===== src/rtl/sim_exit_monitor.sv =====
// Simulation-exit monitor: per-hart tohost decode, cycle timeout and verdict latch.
// Optional per-channel no-commit watchdog is built when SIM_EXIT_STALL_WATCHDOG_EN is defined.
//
// state | meaning
// RUN   | counting cycles, decoding tohost writes, watching timeout/stall
// PASS  | every channel reported pass (terminal until reset)
// FAIL  | tohost fail, stall or timeout latched (terminal until reset)
module sim_exit_monitor #(
  parameter int NCH         = 1,
  parameter int DATA_W      = 64,
  parameter int CNT_W       = 64,
  parameter int STALL_W     = 17,
  parameter int STALL_LIMIT = 65536,
  localparam int CHAN_W     = (NCH > 1) ? $clog2(NCH) : 1
) (
  input  logic                  clock,
  input  logic                  reset,
  input  logic [CNT_W-1:0]      cfg_max_cycles,
  input  logic [CNT_W-1:0]      cfg_dump_start,
  input  logic [CNT_W-1:0]      cfg_dump_stop,
  input  logic [NCH-1:0]        ch_valid,
  input  logic [NCH*DATA_W-1:0] ch_data,
  input  logic [NCH-1:0]        commit,
  output logic                  done,
  output logic                  pass,
  output logic                  fail,
  output logic [2:0]            reason,
  output logic [DATA_W-2:0]     fail_code,
  output logic [CHAN_W-1:0]     fail_chan,
  output logic [CNT_W-1:0]      cycle,
  output logic                  dump_en
);

  typedef enum logic [1:0] {
    ST_RUN  = 2'd0,
    ST_PASS = 2'd1,
    ST_FAIL = 2'd2
  } state_e;

  localparam logic [2:0] RSN_NONE    = 3'd0;
  localparam logic [2:0] RSN_PASS    = 3'd1;
  localparam logic [2:0] RSN_TOHOST  = 3'd2;
  localparam logic [2:0] RSN_TIMEOUT = 3'd3;
  localparam logic [2:0] RSN_STALL   = 3'd4;

  state_e              state_q, state_d;
  logic [CNT_W-1:0]    cycle_q, cycle_d;
  logic [NCH-1:0]      passed_q, passed_d;
  logic                done_q, done_d;
  logic                pass_q, pass_d;
  logic                fail_q, fail_d;
  logic [2:0]          reason_q, reason_d;
  logic [DATA_W-2:0]   fail_code_q, fail_code_d;
  logic [CHAN_W-1:0]   fail_chan_q, fail_chan_d;

  logic [NCH-1:0]      new_pass;
  logic [NCH-1:0]      tohost_fail;
  logic [NCH-1:0]      stall_hit;
  logic [DATA_W-1:0]   wr_data;
  logic [DATA_W-2:0]   tohost_code;
  logic [CHAN_W-1:0]   tohost_chan;
  logic [CHAN_W-1:0]   stall_chan;
  logic                timeout;

  // Descending scan so the lowest failing channel is the one left in tohost_code/chan.
  always_comb begin : tohost_decode
    new_pass    = '0;
    tohost_fail = '0;
    tohost_code = '0;
    tohost_chan = '0;
    wr_data     = '0;
    for (int i = NCH - 1; i >= 0; i--) begin
      wr_data = ch_data[i*DATA_W +: DATA_W];
      if (ch_valid[i] && !passed_q[i] && wr_data[0]) begin
        if (wr_data == DATA_W'(1)) begin
          new_pass[i] = 1'b1;
        end else begin
          tohost_fail[i] = 1'b1;
          tohost_code    = wr_data[DATA_W-1:1];
          tohost_chan    = CHAN_W'(i);
        end
      end
    end
  end

`ifdef SIM_EXIT_STALL_WATCHDOG_EN
  logic [NCH-1:0][STALL_W-1:0] stall_q, stall_d;

  // A hit is flagged on the edge where the counter arrives at the limit.
  always_comb begin : stall_watch
    stall_d    = stall_q;
    stall_hit  = '0;
    stall_chan = '0;
    for (int i = NCH - 1; i >= 0; i--) begin
      if (state_q == ST_RUN && !passed_q[i]) begin
        stall_d[i] = commit[i] ? '0 : stall_q[i] + 1'b1;
        if (stall_d[i] == STALL_W'(STALL_LIMIT)) begin
          stall_hit[i] = 1'b1;
          stall_chan   = CHAN_W'(i);
        end
      end
    end
  end

  always_ff @(posedge clock or posedge reset) begin
    if (reset) stall_q <= '0;
    else       stall_q <= stall_d;
  end
`else
  logic unused_stall_inputs;
  assign unused_stall_inputs = ^{commit, STALL_W'(STALL_LIMIT)};
  assign stall_hit  = '0;
  assign stall_chan = '0;
`endif

  assign timeout = (cfg_max_cycles != '0) && (cycle_q >= cfg_max_cycles);

  always_comb begin : next_state
    state_d     = state_q;
    cycle_d     = cycle_q;
    passed_d    = passed_q;
    done_d      = done_q;
    pass_d      = pass_q;
    fail_d      = fail_q;
    reason_d    = reason_q;
    fail_code_d = fail_code_q;
    fail_chan_d = fail_chan_q;
    if (state_q == ST_RUN) begin
      if (~&cycle_q) cycle_d = cycle_q + 1'b1;
      passed_d = passed_q | new_pass;
      if (|tohost_fail) begin
        state_d     = ST_FAIL;
        reason_d    = RSN_TOHOST;
        fail_code_d = tohost_code;
        fail_chan_d = tohost_chan;
      end else if (|stall_hit) begin
        state_d     = ST_FAIL;
        reason_d    = RSN_STALL;
        fail_code_d = '0;
        fail_chan_d = stall_chan;
      end else if (timeout) begin
        state_d     = ST_FAIL;
        reason_d    = RSN_TIMEOUT;
        fail_code_d = '0;
        fail_chan_d = '0;
      end else if (&passed_d) begin
        state_d  = ST_PASS;
        reason_d = RSN_PASS;
      end
      if (state_d == ST_FAIL) begin
        done_d = 1'b1;
        fail_d = 1'b1;
      end
      if (state_d == ST_PASS) begin
        done_d = 1'b1;
        pass_d = 1'b1;
      end
    end
  end

  always_ff @(posedge clock or posedge reset) begin
    if (reset) begin
      state_q     <= ST_RUN;
      cycle_q     <= '0;
      passed_q    <= '0;
      done_q      <= 1'b0;
      pass_q      <= 1'b0;
      fail_q      <= 1'b0;
      reason_q    <= RSN_NONE;
      fail_code_q <= '0;
      fail_chan_q <= '0;
    end else begin
      state_q     <= state_d;
      cycle_q     <= cycle_d;
      passed_q    <= passed_d;
      done_q      <= done_d;
      pass_q      <= pass_d;
      fail_q      <= fail_d;
      reason_q    <= reason_d;
      fail_code_q <= fail_code_d;
      fail_chan_q <= fail_chan_d;
    end
  end

  assign done      = done_q;
  assign pass      = pass_q;
  assign fail      = fail_q;
  assign reason    = reason_q;
  assign fail_code = fail_code_q;
  assign fail_chan = fail_chan_q;
  assign cycle     = cycle_q;
  assign dump_en   = (state_q == ST_RUN) && (cycle_q >= cfg_dump_start) &&
                     ((cfg_dump_stop == '0) || (cycle_q < cfg_dump_stop));

endmodule


===== config.mk =====
export PLATFORM = sky130hd
export DESIGN_NAME = sim_exit_monitor
export DESIGN_NICKNAME = d
export VERILOG_FILES = /design/src/rtl/sim_exit_monitor.sv
export SDC_FILE = /design/constraint.sdc
export NUM_CORES = 1
export LEC_CHECK = 0
export ABC_AREA = 0
export BUFFER_PORTS_ARGS = -buffer_cell sky130_fd_sc_hd__buf_4
export CORE_AREA = 5 5 151 153
export DETAILED_ROUTE_END_ITERATION = 6
export DIE_AREA = 0 0 156 158
export GPL_TIMING_DRIVEN = 1
export PLACE_DENSITY = 0.82
export SYNTH_ARGS = -nofsm -noshare
export SYNTH_HDL_FRONTEND = slang
export SYNTH_SLANG_ARGS = --single-unit

===== constraint.sdc =====
create_clock -name clock -period 7.8 [get_ports clock]
set_input_delay 0.39 -clock clock [delete_from_list [all_inputs] [get_ports clock]]
set_output_delay 0.39 -clock clock [all_outputs]
set_load 0.005 [all_outputs]

# Word-level counts from Yosys, hierarchy flattened
# Index checks and enable logic that the tools add are counted.
# W data, S select, Z words.
op_classes:
  add_sub_neg: 1
  multipliers: 0
  div: 0
  n_lt_le_gt_ge: 3
  n_eq_ne: 3
  shift: 0
  n_mux: 19
  n_bitwise: 2
  n_reduce_logical: 20
ops:
  columns: ["cell", "count"]
  rows:
  - ["$mux W63", 4]
  - ["$ge A64 B64 Y1", 2]
  - ["$add A64 B1 Y64 const B", 1]
  - ["$eq A64 B1 Y1 const B", 1]
  - ["$logic_not A64 Y1", 1]
  - ["$lt A64 B64 Y1", 1]
  - ["$reduce_and A64 Y1", 1]
  - ["$reduce_bool A64 Y1", 1]
  - ["$reduce_and A2 Y1", 6]
  - ["$mux W3", 3]
  - ["$mux W1", 8]
  - ["$mux W2", 4]
  - ["$logic_and A1 B1 Y1", 5]
  - ["$reduce_bool A2 Y1", 2]
  - ["$reduce_bool A3 Y1", 1]
  - ["$eq A2 B1 Y1 const B", 1]
  - ["$eq A2 B2 Y1 const B", 1]
  - ["$logic_not A2 Y1", 1]
  - ["$logic_not A1 Y1", 1]
  - ["$logic_or A1 B1 Y1", 1]
  - ["$not A1 Y1", 1]
  - ["$or A1 B1 Y1", 1]
word_totals:
  reg_bits: 137
  latchBits: 0
  mem_bits_rw: 0
  mem_bits_ro: 0
  in_bits: 260
  elab_cells: 57
  n_memories: 0

# Logic depth before layout (Yosys ltp)
# Gate-level depths: netlist of run 1.
logic_depth:
  depth_word: 12
  ltp_mapped: 11
  depth_no_buf: 11

# Least setup slack after synthesis of run 1
# No wires, ideal clock.
synth_path:
  path_type: "reg-to-reg"
  startpoint: "register cycle_q[30] (netlist: cycle[30])"
  endpoint: "register done_q (netlist: done)"
  arrival_time_ns: 2.690
  t_required_ns: 7.722
  setup_slack_ns: 5.032
  path_stages_with_launch: 11
  path_buffers: 0
  synth_period_minus_slack_ns: 2.768
  path_cell_list: "dfrtp_1 > ha_1 > a21oi_1 > nand2_1 > a221o_1 > or3_1 > a221o_1 > o21bai_1 > nand3_1 > ha_1 > o21bai_1"
synth_between:
  elab_chain_cells: 8
  word_cells_on_any_way: 10
  classes_between: "1 x order compare; 2 x eq/ne; 4 x mux; 3 x reduce/logical"
synth_lines:
  columns: ["item", "line", "source"]
  rows:
  - ["start: declaration", "47", "logic [CNT_W-1:0] cycle_q, cycle_d;"]
  - ["start signal: assignment", "174", "cycle_q <= cycle_d;"]
  - ["$ge A64 B64 Y1 *", "116", "assign timeout = (cfg_max_cycles != '0) && (cycle_q >= cfg_max_cycles);"]
  - ["$logic_and A1 B1 Y1 *", "116", null]
  - ["$mux W2 *", "141", "end else if (timeout) begin"]
  - ["$mux W2 *", "131", "if (|tohost_fail) begin"]
  - ["$mux W2 *", "128", "if (state_q == ST_RUN) begin"]
  - ["$eq A2 B2 Y1 / $eq A2 B1 Y1 (equally long branches)", "150, 154", null]
  - ["$reduce_bool A2 Y1 (no line)", null, null]
  - ["$reduce_and A2 Y1 (no line)", null, null]
  - ["end signal: assignment", "176", "done_q <= done_d;"]
  - ["end: declaration", "49", "logic done_q, done_d;"]
# Mark *: on every way between the ends. The rest lies on a longest branch, timed or not. The select of a mux whose other input is x is not followed.
# A chain may end at the register's enable or synchronous reset.

# Worst setup path after layout of run 1
layout_path:
  startpoint: "register cycle_q[59] (netlist: cycle[59])"
  endpoint: "output port dump_en"
layout_between:
  elab_chain_cells: 3
  word_cells_on_any_way: 5
  classes_between: "2 x order compare; 3 x reduce/logical"
layout_lines:
  columns: ["item", "line", "source"]
  rows:
  - ["$ge A64 B64 Y1 / $lt A64 B64 Y1 (equally long branches)", "192, 193", null]
  - ["$logic_and A1 B1 Y1 / $logic_or A1 B1 Y1 (equally long branches)", "192, 193", null]
  - ["$logic_and A1 B1 Y1 *", "192", "assign dump_en = (state_q == ST_RUN) && (cycle_q >= cfg_dump_start) &&"]
  - ["end: declaration", "31", "output logic dump_en"]
# Mark *: on every way between the ends. The rest lies on a longest branch, timed or not.

==> results.md, run 1 <==
- By instance count, the leading cell after synthesis is inv_1.
- The total routing usage reported by global routing is 29.2%.
- The worst setup slack for register-to-register paths is 4.47 ns.
- The post-placement setup slack is 4.28 ns.
- The synthesized netlist occupies a cell area of 10,900 sq um.
- The number of nets with antenna violations after routing is 0.
- The final layout contains 2,040 nets.
- Along the worst path, the maximum fanout reaches 9.
- At the pin with the least slew margin, the transition time is 1.16 ns.
- For this run, asynchronously set or reset flops after synthesis account for 100%.
- The number of slew-limit violations in the final report is 0.
- The min-delay analysis places its worst path in the category input pin to asynchronous set/reset pin.
- Compared with the post-synthesis result, the final layout area differs by 34.7%.
- The clock-pin slew reported for the worst setup and hold paths after clock tree synthesis is 0.06 ns.
- The origin of the critical flop-to-flop path is cycle[61]$_DFFE_PP0P_.
- For this run, the slowest stage of the critical path takes 0.58 ns.
- The number of levels the H-tree was split into is 4.
- The standard cell area after detailed placement is 14,100 sq um.
- The flop and latch count out of synthesis is 135.
- The clock network accounts for 31.8% of the total power.
- The worst reg-to-reg path cell count is 10.
- The synthesized design contains 0 enable-type register cells.
- The number of clock buffers added by TritonCTS is 17.
- Timing would allow up to 284 MHz.
- The routed design has 37,100 um of wire.
- The buffer and inverter count on the worst path is 1.
- The site row count is 54.
- The combinational cell fraction of total power is 29.6%.
- The number of cells produced by synthesis is 1,193.
- Yosys mapped the design onto 67 distinct sky130hd cell types.
- In this run the horizontal extent of the chip is 156 um.
- The cell sitting at the root of the clock tree is a clkbuf_16.
- Across the run, the number of max-cap violations was 0.
- Data arrives at the worst endpoint at 3.14 ns.
- The total overflow reported by the global router is 0.
- The via count is 10,700.
- Among all flip-flop cells after synthesis, the most frequent one is dfrtp_1.
- In this run the deepest clock path goes through 2 buffers.
- In the routed layout, each cell is associated on average with a via count of 5.72.
- The worst register-to-register path ends at pass$_DFFE_PP0P_.
- After synthesis, flip-flops and latches occupy 31.1% of the total area.
- The core footprint is 21,400 sq um.
- Setup repair after global routing left no endpoint under its margin.
- The run finished with clean final reports.
- The violation count after the first detailed-routing iteration is 761.
- The largest net degree at the start of global routing is 79.
- Buffers added to address setup during post-CTS repair amount to 0.
- The switching component of the power is 0.755 mW.
- Before antenna repair, the detailed router went through 5 iterations.
- The launching element type of the critical path is a flop.
- Measured against its own limit, the worst slew margin works out to 21.9%.
- The first global-routing pass estimated 56,900 um of wire.
- Dividing total power by cell area gives a power density of 172 nW/um^2.
- The sequential fraction of design power is 38.6%.
- The total die area is 24,600 sq um.
- The initial utilization of the core area, before any placement, comes to 50.7%.
- The final period utilization is 45.2%.
- The worst-path cell with the longest stage delay is dfrtp_1.
- The accumulated negative setup slack is 0 ns.
- The clock reaches the later pin of the worst-skew pair after 0.42 ns.
- The family with the most delay on the worst path is compound AO/OA/AOI/OAI gates.
- Buffers inserted to repair hold after CTS numbered 0.
- The cell type with the highest aggregate area in the netlist is dfrtp_1.
- The multi-input combinational cells in the finished layout cover a total of 6630 sq um.
- Dividing the detail-routed wire length by the instance count gives 19.7 um.
- The fraction of layout cells with a size suffix above 1 is 28.0%.
- The Yosys step of the flow raised 0 warnings.
- The initial antenna violation count was 0.
- The height of the chip is 158 um.
- The critical path in this run is classified as flop to output port.
- The half-perimeter wire length of the detailed placement result is 30,500 um.
- The element type at the critical path end is an output port.
- Port buffering added 391 buffers.
- The count of endpoints failing hold in the final timing report is 0.
- For this run, design rule violations remaining after detail routing come to 0.
- The number of cells in the design after placement is 1,847.
- Net switching is 30.0% of the power.
- The worst-case setup margin in the final layout is 4.27 ns.
- After routing the design area is 14,600 sq um.
- The placer congestion estimate is 0.975.
- The area share of the largest cell type after synthesis is 31.1%.
- Fill cells in the final layout number 1,717.
- The post-cts sizing count is 0.
- Setup violations remaining at the end of the flow were counted as 0.
- The antenna diode instance count is 0.
- Sorting the synthesized cells by area gives the leading types as dfrtp_1, ha_1, inv_1, a22o_1, nand4_1.
- After layout, the design draws a total of 2.51 mW.
- 395 I/O pins were placed.
- The clock drives 135 sinks.
- By count the netlist is led by inv_1, ha_1, dfrtp_1.
- The critical path starts at cycle[59]$_DFFE_PP0P_.
- The static leakage is 8.34 nW.
- The synthesized area divided by synthesized cell count is 9.11 sq um.
- The worst-case clock skew is 0.00798 ns.
- Across the VDD grid, the largest voltage drop is 0.149 mV.
- Traced cell by cell, the critical path runs through ha_1 > a2111oi_0 > o21ai_0 > a31o_2 > a21oi_1 > nand2_1 > nor4b_1 > a211oi_1 > buf_4.
- The sequential cell area in the final layout is 3380 sq um.
- The count of non-filler cells in the finished layout is 1,879.
- The endpoint required time on the critical path is 7.41 ns.
- The via count of the first global-routing pass came to 10,800.
- The time the final worst path needs with I/O delays and setup is 3.53 ns.
- The internal power is 1.76 mW.
- The clock tree from TritonCTS is done.
[sequential cells by signal (all words and copies together), names as in the netlist]
name       flops
reason         2
cycle         64
state_q        2
fail           1
passed_q       1
pass           1
done           1
fail_code     63
[placed cells by master (no fill, tap or decap), types with 41 or more instances in the layout]
cell type,synthesis,routed
buf_4,4,395
nor4_1,53,53
xnor2_1,41,41
nor2_1,44,43
a21oi_1,59,59
ha_1,194,194
inv_1,196,195
dfrtp_1,135,135
a22o_1,63,63
nand4_1,63,63
nand2_1,63,63
[routing by layer]
| layer | routed length, um | part of all wire, % | vias up | global-route usage, % |
|---|---|---|---|---|
| li1 | - | - | 5119 | - |
| met1 | 15000 | 41 | 5140 | 38.0 |
| met2 | 17900 | 48 | 412 | 47.8 |
| met3 | 3060 | 8.3 | 74 | 7.22 |
| met4 | 1070 | 2.9 | 0 | 9.63 |
| met5 | 0 | 0 | - | 0 |
[power groups by stage]
stage | combinational [mW] | sequential, mW | clock, mW
after floorplan | 0.288 | 0.968 | 0
after global placement | 0.723 | 0.972 | 0
after detailed placement | 0.748 | 0.976 | 0
after CTS | 0.749 | 0.968 | 0.805
after global routing | 0.813 | 0.990 | 0.835
final | 0.744 | 0.971 | 0.800
[cells by family (layout without fill, tap and decap cells)]
group | count (synthesis) | after routing | share of synthesized area (%)
flip-flops | 135 | 135 | 31.1
XOR/XNOR | 63 | 63 | 5.08
multiplexers | 1 | 1 | 0.104
other | 1 | 2 | 0.0345
buffers and inverters | 218 | 623 | 8.09
adder cells (fa/ha/maj) | 194 | 194 | 22.3
AND/OR/NAND/NOR | 340 | 340 | 17.6
AO/OA/AOI/OAI | 241 | 241 | 15.7
[layout make-up]
class | instances | area share [%]
Multi-Input combinational cell | 841 | 45.3
Clock buffer | 18 | 2.93
Tap cell | 280 | 2.39
Sequential cell | 135 | 23.1
Inverter | 196 | 5.06
Clock inverter | 14 | 1.03
Timing Repair Buffer | 395 | 20.3
[through the flow]
stage / hold slack [ns] / util [%]
final: 0.0327 / 68.4
after global routing: 0.0589 / 68.4
after CTS: 0.0440 / 68.4
after detailed placement: 0.467 / 65.7
after global placement: 0.447 / 65.7
after floorplan: 0.451 / -
[worst max-delay path by stage]
stage                                endpoint  slack (ns)  cells after the start
floorplan                cycle[0]$_DFFE_PP0P_        3.80                      1
global placement    fail_code[32]$_DFFE_PP0P_        4.28                      8
detailed placement  fail_code[27]$_DFFE_PP0P_        4.28                      8
CTS                                   dump_en        4.31                      9
global route                          dump_en        4.04                      8
finish                                dump_en        4.27                      9
Power figures use the tool's default switching activity.
==> run 2, diff against run 1 <==
--- a/config.mk
+++ b/config.mk
@@ -7,9 +7,9 @@
 export LEC_CHECK = 0
 export ABC_AREA = 0
 export BUFFER_PORTS_ARGS = -buffer_cell sky130_fd_sc_hd__buf_4
-export CORE_AREA = 5 5 151 153
+export CORE_MARGIN = 5
+export CORE_UTILIZATION = 51
 export DETAILED_ROUTE_END_ITERATION = 6
-export DIE_AREA = 0 0 156 158
 export GPL_TIMING_DRIVEN = 1
 export PLACE_DENSITY = 0.82
 export SYNTH_ARGS = -nofsm -noshare
==> constraint.sdc (replaced) <==
create_clock -name clock -period 3.7 [get_ports clock]
set_input_delay 0.185 -clock clock [delete_from_list [all_inputs] [get_ports clock]]
set_output_delay 0.185 -clock clock [all_outputs]
set_load 0.005 [all_outputs]
==> results.md, run 2 (synthesis gave the netlist of run 1 again) <==
- The accumulated negative setup slack was 0 ns (unchanged).
- The CTS root buffer is clkbuf_16.
- The worst reg-to-reg path cell count came to 10 (unchanged).
- The worst ir drop on vdd came to 0.296 mV (+98%).
- The library cell used most frequently in the layout, excluding fill and tap cells, is buf_4.
- The fraction of layout cells with a size suffix above 1 was 27.4% (-0.52 points).
- The number of sinks driven by the clock tree came to 135 (unchanged).
- The largest net degree at the start of global routing came to 136 (+72%).
- The endpoint required time on the critical path is 3.51 ns (-3.90 ns).
- The origin of the critical flop-to-flop path is cycle[19]$_DFFE_PP0P_.
- The endpoint arrival time on the critical path is 3.19 ns (+0.05 ns).
- The height of the chip is 156 um (-1.3%).
- The number of levels the H-tree was split into is 4 (unchanged).
- The element type at the critical path end is an output port.
- The number of I/O pins is 395 (unchanged).
- The maximum fanout encountered on the critical timing path is 8 (-1).
- The number of port buffers is 391 (unchanged).
- The worst hold-check slack is -0.0981 ns (-0.131 ns).
- The worst setup slack for register-to-register paths is 0.56 ns (-3.91 ns).
- The utilization after layout is 72.7% (+4.4 points).
- The clock buffer count from CTS came to 17 (unchanged).
- The headroom to the max-slew limit is 45.2% (+23 points).
- The final wirelength is 38,900 um (+4.9%).
- The count of endpoints failing hold in the final timing report is 32 (+32).
- The worst-case clock skew is 0.0168 ns (+0.00883 ns).
- The number of slew-limit violations in the final report is 0 (unchanged).
- The run finished, with violations left.
- STA classifies the critical path startpoint as a flop.
- The site row count is 53 (-1.9%).
- The detailed-route wire length per cell was 20.1 um (+1.7%).
- The number of nets with antenna violations after routing is 0 (unchanged).
- The initial cell density of the core came to 51.7% (+0.96 points).
- The worst-case setup margin in the final layout is 0.321 ns (-3.95 ns).
- The via count of the first global-routing pass is 11,500 (+5.9%).
- Setup repair after global routing left no endpoint under its margin.
- Of the available clock period, the critical path in the final layout requires 91.3%.
- The worst setup path is of the flop to output port kind.
- The total routing usage reported by global routing came to 31.0% (+1.9 points).
- The power per cell area is 353 nW/um^2 (+110%).
- The checks that failed: hold timing.
- The wire length of the first global-routing pass is 60,000 um (+5.5%).
- The largest individual stage delay along the critical path comes from the cell dfrtp_1.
- The chip width came to 156 um (about the same).
- The kind of path behind the tightest hold check is input pin to asynchronous set/reset pin.
- The core footprint was 21,000 sq um (-1.9%).
- The endpoint identified for the worst register-to-register timing path is done$_DFFE_PP0P_.
- The total die area is 24,300 sq um (-1.3%).
- The DRC violation count after routing is 0 (unchanged).
- The violation count after the first detailed-routing iteration is 799 (+5.0%).
- The number of setup violations in the final report is 0 (unchanged).
- The detailed-routing iteration count for the pre-antenna-repair pass is 5 (unchanged).
- The via count is 11,200 (+4.4%).
- The average vias per placed instance was 5.79 (+1.3%).
- The post-synthesis to final-layout area growth is 40.7%.
- The top cell types in the final layout, fill and taps aside, are buf_4, inv_1, ha_1, dfrtp_1.
- The slew of the pin with the lowest slew margin came to 0.823 ns (-0.338 ns).
- The final design instance area without fill is 15,300 sq um (+4.4%).
- Based on the critical path, the design can be clocked at up to 296 MHz.
- The initial antenna violation count came to 0 (unchanged).
- The final net count is 2,103 (+3.1%).
- The flip-flop count of the largest register, all copies and words added is 64 (unchanged).
- The number of maximum-capacitance violations is 0 (unchanged).
- The count of non-filler cells in the finished layout is 1,937 (+3.1%).
- The half-perimeter wire length of the detailed placement result is 30,700 um (+0.74%).
- The delay of the slowest cell on the worst path is 0.48 ns (-0.10 ns).
- The smallest clock period supported by the final layout is computed as 3.38 ns.
- The number of buffers on the longest clock path came to 2 (unchanged).
- The latest clock arrival within the worst-skew pair is 0.43 ns (about the same).
- The standard cell area after detailed placement is 14,200 sq um (+0.64%).
- The static leakage is 8.62 nW (+3.3%).
- The antenna diode instance count came to 0 (unchanged).
- The post-placement setup slack was 0.606 ns (-3.68 ns).
- Walking the worst path, the cells encountered are ha_1 > a2111o_1 > a31oi_1 > o21ai_0 > a21oi_1 > o22ai_1 > nor4b_1 > a211oi_1 > buf_4.
- The total power draw came to 5.40 mW (+110%).
- The placer congestion estimate is 1.00 (+2.7%).
- The post-CTS setup repair buffer count is 0 (unchanged).
- The number of cells in the design after placement came to 1,850 (+0.16%).
- The clock-pin slew reported for the worst setup and hold paths after clock tree synthesis came to 0.06 ns (about the same).
- The total overflow reported by the global router is 0 (unchanged).
- TritonCTS built the clock tree.
run 2: cell count changes in the layout (fill, tap and decap cells not counted), sizes merged:
cell | previous run | this run
clkinv | 7 | 1
clkinvlp | 3 | 6
buf | 395 | 403
dlygate4sd3 | 0 | 55
inv | 198 | 203
clkbuf | 18 | 17
bufinv | 2 | 1
run 2: worst max path at each step:
stage | depth (start not counted) | from | endpoint | slack [ns]
2_1_floorplan | 10 | cycle[30]$_DFFE_PP0P_ | done$_DFFE_PP0P_ | 0.93
3_3_place_gp | 10 | cycle[30]$_DFFE_PP0P_ | done$_DFFE_PP0P_ | 0.63
3_5_place_dp | 10 | cycle[29]$_DFFE_PP0P_ | done$_DFFE_PP0P_ | 0.61
4_1_cts | 9 | cycle[5]$_DFFE_PP0P_ | dump_en | 0.37
5_1_grt | 10 | cycle[59]$_DFFE_PP0P_ | dump_en | 0.20
6_report | 9 | cycle[5]$_DFFE_PP0P_ | dump_en | 0.32
run 2: layer usage:
layer,wire length [um],global-route usage (%),vias up
li1,-,-,5256
met1,15400,39.5,5306
met2,18900,52.3,544
met3,3150,6.16,114
met4,1420,11.5,0
met5,0,0,-
run 2: area by class of cell:
type	count	area, sq um
multi-input combinational	841	6630
inverter	196	739
sequential	135	3380
fill	1558	5730
timing repair buffer	458	3610
clock buffer	17	425
clock inverter	15	159
tap	275	344
run 2: worst max-delay path, delay by kind of cell (launching register included):
kind                       cells  cell delay, ns
AOI/OAI and AO/OA              6            1.33
adders and majority gates      1            0.35
buffers and inverters          1            0.18
DFF                            1            0.48
and+or+nand+nor                1            0.42
run 2: power breakdown:
| part | internal (mW) | switching, mW |
|---|---|---|
| Clock | 0.951 | 0.743 |
| Sequential | 1.79 | 0.261 |
| Combinational | 0.968 | 0.688 |
run 2: repair_timing:
action / 4_1_cts / 5_1_grt
endpoints found under the setup margin: 0 / 0
hold buffers: 55 / 0
resized for setup: 0 / 0
endpoints found under the hold margin: 55 / 0
==> run 3, diff against run 2 <==
==> config.mk (replaced) <==
export PLATFORM = sky130hd
export DESIGN_NAME = sim_exit_monitor
export DESIGN_NICKNAME = d
export VERILOG_FILES = /design/src/rtl/sim_exit_monitor.sv
export SDC_FILE = /design/constraint.sdc
export NUM_CORES = 1
export LEC_CHECK = 0
export ABC_AREA = 0
export CORE_AREA = 5 5 149 151
export DETAILED_ROUTE_END_ITERATION = 6
export DIE_AREA = 0 0 154 156
export DONT_BUFFER_PORTS = 1
export GPL_TIMING_DRIVEN = 1
export PLACE_DENSITY = 0.68
export SYNTH_ARGS = -nofsm -noshare
export SYNTH_HDL_FRONTEND = slang
export SYNTH_SLANG_ARGS = --single-unit
==> results.md, run 3 (synthesis gave the netlist of run 1 again) <==
- The worst setup path is of the flop to flop kind.
- The latest clock arrival within the worst-skew pair is 0.42 ns (about the same).
- The worst-path cell with the longest stage delay is o31ai_4.
- The wire length of the first global-routing pass is 55,200 um (-7.9%).
- The power per cell area is 368 nW/um^2 (+4.1%).
- The number of slew-limit violations in the final report is 0 (unchanged).
- The chip width is 154 um (-1.3%).
- The area of the multi-input gates is 6630 sq um (unchanged).
- The endpoint required time on the critical path is 4.05 ns (+0.54 ns).
- The slew of the pin with the lowest slew margin is 0.915 ns (+0.0928 ns).
- The worst register-to-register path ends at fail_code[7]$_DFFE_PP0P_.
- The largest net degree at the start of global routing is 72 (-47%).
- The time the final worst path needs with I/O delays and setup came to 3.45 ns (+0.0738 ns).
- The count of endpoints failing hold in the final timing report is 0 (-100%).
- The detailed-routing iteration count for the pre-antenna-repair pass is 5 (unchanged).
- The buffer and inverter count on the worst path came to 1 (unchanged).
- The core footprint is 20,700 sq um (-1.6%).
- The half-perimeter wire length of the detailed placement result is 28,900 um (-5.8%).
- The worst reg-to-reg path cell count is 9 (-1).
- The total power draw is 4.70 mW (-13%).
- The number of port buffers was 0 (-100%).
- The flip-flop count of the largest register, all copies and words added is 64 (unchanged).
- The path length in cells of the critical path was 9 (unchanged).
- The average vias per placed instance is 6.11 (+5.5%).
- The violation count after the first detailed-routing iteration is 566 (-29%).
- The initial cell density of the core came to 52.5% (+0.83 points).
- The detailed-route wire length per cell came to 22.4 um (+12%).
- The number of setup violations in the final report is 0 (unchanged).
- The count of cells along the worst hold path is 3.
- STA classifies the critical path endpoint as a flop.
- The number of sinks driven by the clock tree came to 135 (unchanged).
- In the layout the commonest cells are inv_1, ha_1, dfrtp_1, dlygate4sd3_1.
- The clock tree from TritonCTS is done.
- The number of buffers on the longest clock path is 2 (unchanged).
- The peak clock frequency supported by timing was 290 MHz (-2.1%).
- The number of levels the H-tree was split into is 4 (unchanged).
- The maximum fanout encountered on the critical timing path is 49 (+41).
- The antenna diode instance count is 0 (unchanged).
- Setup repair after global routing left no endpoint under its margin.
- The sequential cell area in the final layout was 3380 sq um (unchanged).
- The worst setup slack for register-to-register paths is 0.25 ns (-0.31 ns).
- The clock buffer count from CTS came to 17 (unchanged).
- The most common cell after layout, fill and taps aside is inv_1.
- In this design, the critical path's most frequently occurring cell is a221o_1.
- The number of I/O pins is 395 (unchanged).
- The fraction of layout cells with a size suffix above 1 came to 8.01% (-19 points).
- The tree is rooted in a clkbuf_16.
- The via count of the first global-routing pass came to 9,971 (-13%).
- The headroom to the max-slew limit is 38.8% (-6.3 points).
- The final net count was 1,765 (-16%).
- The worst ir drop on vdd is 0.332 mV (+12%).
- The initial antenna violation count is 0 (unchanged).
- The launching element type of the critical path is a flop.
- The endpoint arrival time on the critical path is 3.80 ns (+0.61 ns).
- The delay of the slowest cell on the worst path is 0.66 ns (+0.18 ns).
- The number of maximum-capacitance violations is 0 (unchanged).
- The site row count is 53 (unchanged).
- The total overflow reported by the global router is 0 (unchanged).
- The number of inserted filler cells in the final layout is 1,802 (+16%).
- The post-cts sizing count is 0 (unchanged).
- The startpoint identified for the worst hold timing path is ch_valid.
- In this run the critical register-to-register path is launched from cycle[19]$_DFFE_PP0P_.
- The height of the chip is 156 um (about the same).
- The path class of the tightest hold or removal check is input pin to flop.
- Traced cell by cell, the critical path runs through ha_1 > a21oi_1 > o21ai_1 > a221o_1 > or3_1 > a221o_1 > o31ai_4 > buf_12 > a22o_1.
- The family with the most delay on the worst path is compound AO/OA/AOI/OAI gates.
- The total routing usage reported by global routing is 29.2% (-1.9 points).
- The accumulated negative setup slack is 0 ns (unchanged).
- The static leakage was 6.97 nW (-19%).
- The flow ran to the end, and the final reports show no timing, DRC or antenna violations.
- The placer congestion estimate came to 0.947 (-5.3%).
- The post-synthesis to final-layout area growth is 17.6%.
- The via count came to 9,767 (-13%).
- The endpoint with the worst hold slack is reason[1]$_DFFE_PP0P_.
- The total die area is 24,000 sq um (-1.2%).
- The DRC violation count after routing is 0 (unchanged).
- The final period utilization is 93.3% (+2.0 points).
- The number of nets with antenna violations after routing came to 0 (unchanged).
- The final wirelength is 35,800 um (-7.9%).
- The clock-pin slew reported for the worst setup and hold paths after clock tree synthesis is 0.07 ns (about the same).
- The worst-case clock skew is 0.0141 ns (-0.00276 ns).
==> run 3: cell types whose count changed in the layout (fill, tap and decap cells not counted) <==
cell	before	now
clkinvlp_4	6	4
clkinv_4	0	1
buf_4	400	51
inv_8	2	3
clkbuf_8	0	1
buf_12	3	2
dlygate4sd3_1	55	67
inv_6	6	5
==> run 3: repair_timing <==
| item | 4_1_cts | 5_1_grt |
|---|---|---|
| endpoints found under the hold margin | 102 | 0 |
| setup buffers | 0 | 0 |
| hold buffers | 67 | 0 |
==> run 3: metrics by stage <==
| stage | hold slack, ns | instance area [sq um] | util (%) | setup WS, ns | std cells |
|---|---|---|---|---|---|
| CTS | 0.143 | 12800 | 61.8 | 0.303 | 1599 |
| finish | 0.151 | 12800 | 61.8 | 0.248 | 1599 |
| global route | 0.212 | 12800 | 61.8 | 0.0628 | 1599 |
| floorplan | 0.325 | 10900 | - | 0.932 | 1194 |
| detailed placement | 0.273 | 11500 | 55.6 | 0.312 | 1500 |
| global placement | 0.269 | 11500 | 55.6 | 0.337 | 1500 |
==> run 3: area by class of cell <==
cell class	count	area share, %
clock buffer	18	3.44
timing repair buffer	120	8.56
inverter	196	5.79
clock inverter	14	1.21
multi-input combinational	841	51.9
tap	275	2.69
sequential	135	26.4
==> run 3: routing by layer <==
| metal | track usage [%] | routed length [um] | part of all wire (%) | vias to the layer above |
|---|---|---|---|---|
| met5 | 0 | 0 | 0 | - |
| met4 | 8.66 | 867 | 2.4 | 0 |
| met3 | 8.21 | 3100 | 8.6 | 58 |
| met2 | 48.5 | 17100 | 48 | 484 |
| met1 | 37.3 | 14700 | 41 | 4649 |
| li1 | - | - | - | 4576 |
==> run 3: how the worst max path moves through the flow <==
stage,startpoint,to,slack (ns)
finish,cycle[19]$_DFFE_PP0P_,fail_code[7]$_DFFE_PP0P_,0.25
global route,cycle[19]$_DFFE_PP0P_,fail_code[7]$_DFFE_PP0P_,0.06
CTS,cycle[19]$_DFFE_PP0P_,fail_code[15]$_DFFE_PP0P_,0.30
detailed placement,cycle[19]$_DFFE_PP0P_,fail_code[15]$_DFFE_PP0P_,0.31
global placement,cycle[19]$_DFFE_PP0P_,fail_code[2]$_DFFE_PP0P_,0.34
floorplan,cycle[30]$_DFFE_PP0P_,done$_DFFE_PP0P_,0.93
==> run 3: tightest hold or removal path: stages <==
cell and delay (ns):
a31oi_1 0.13, o21ai_0 0.16, nand2_1 0.05
==> run 3: power breakdown <==
| part | internal, mW | total, mW | switching (mW) |
|---|---|---|---|
| Combinational | 0.449 | 0.860 | 0.411 |
| Clock | 0.974 | 1.70 | 0.730 |
| Sequential | 1.79 | 2.14 | 0.346 |
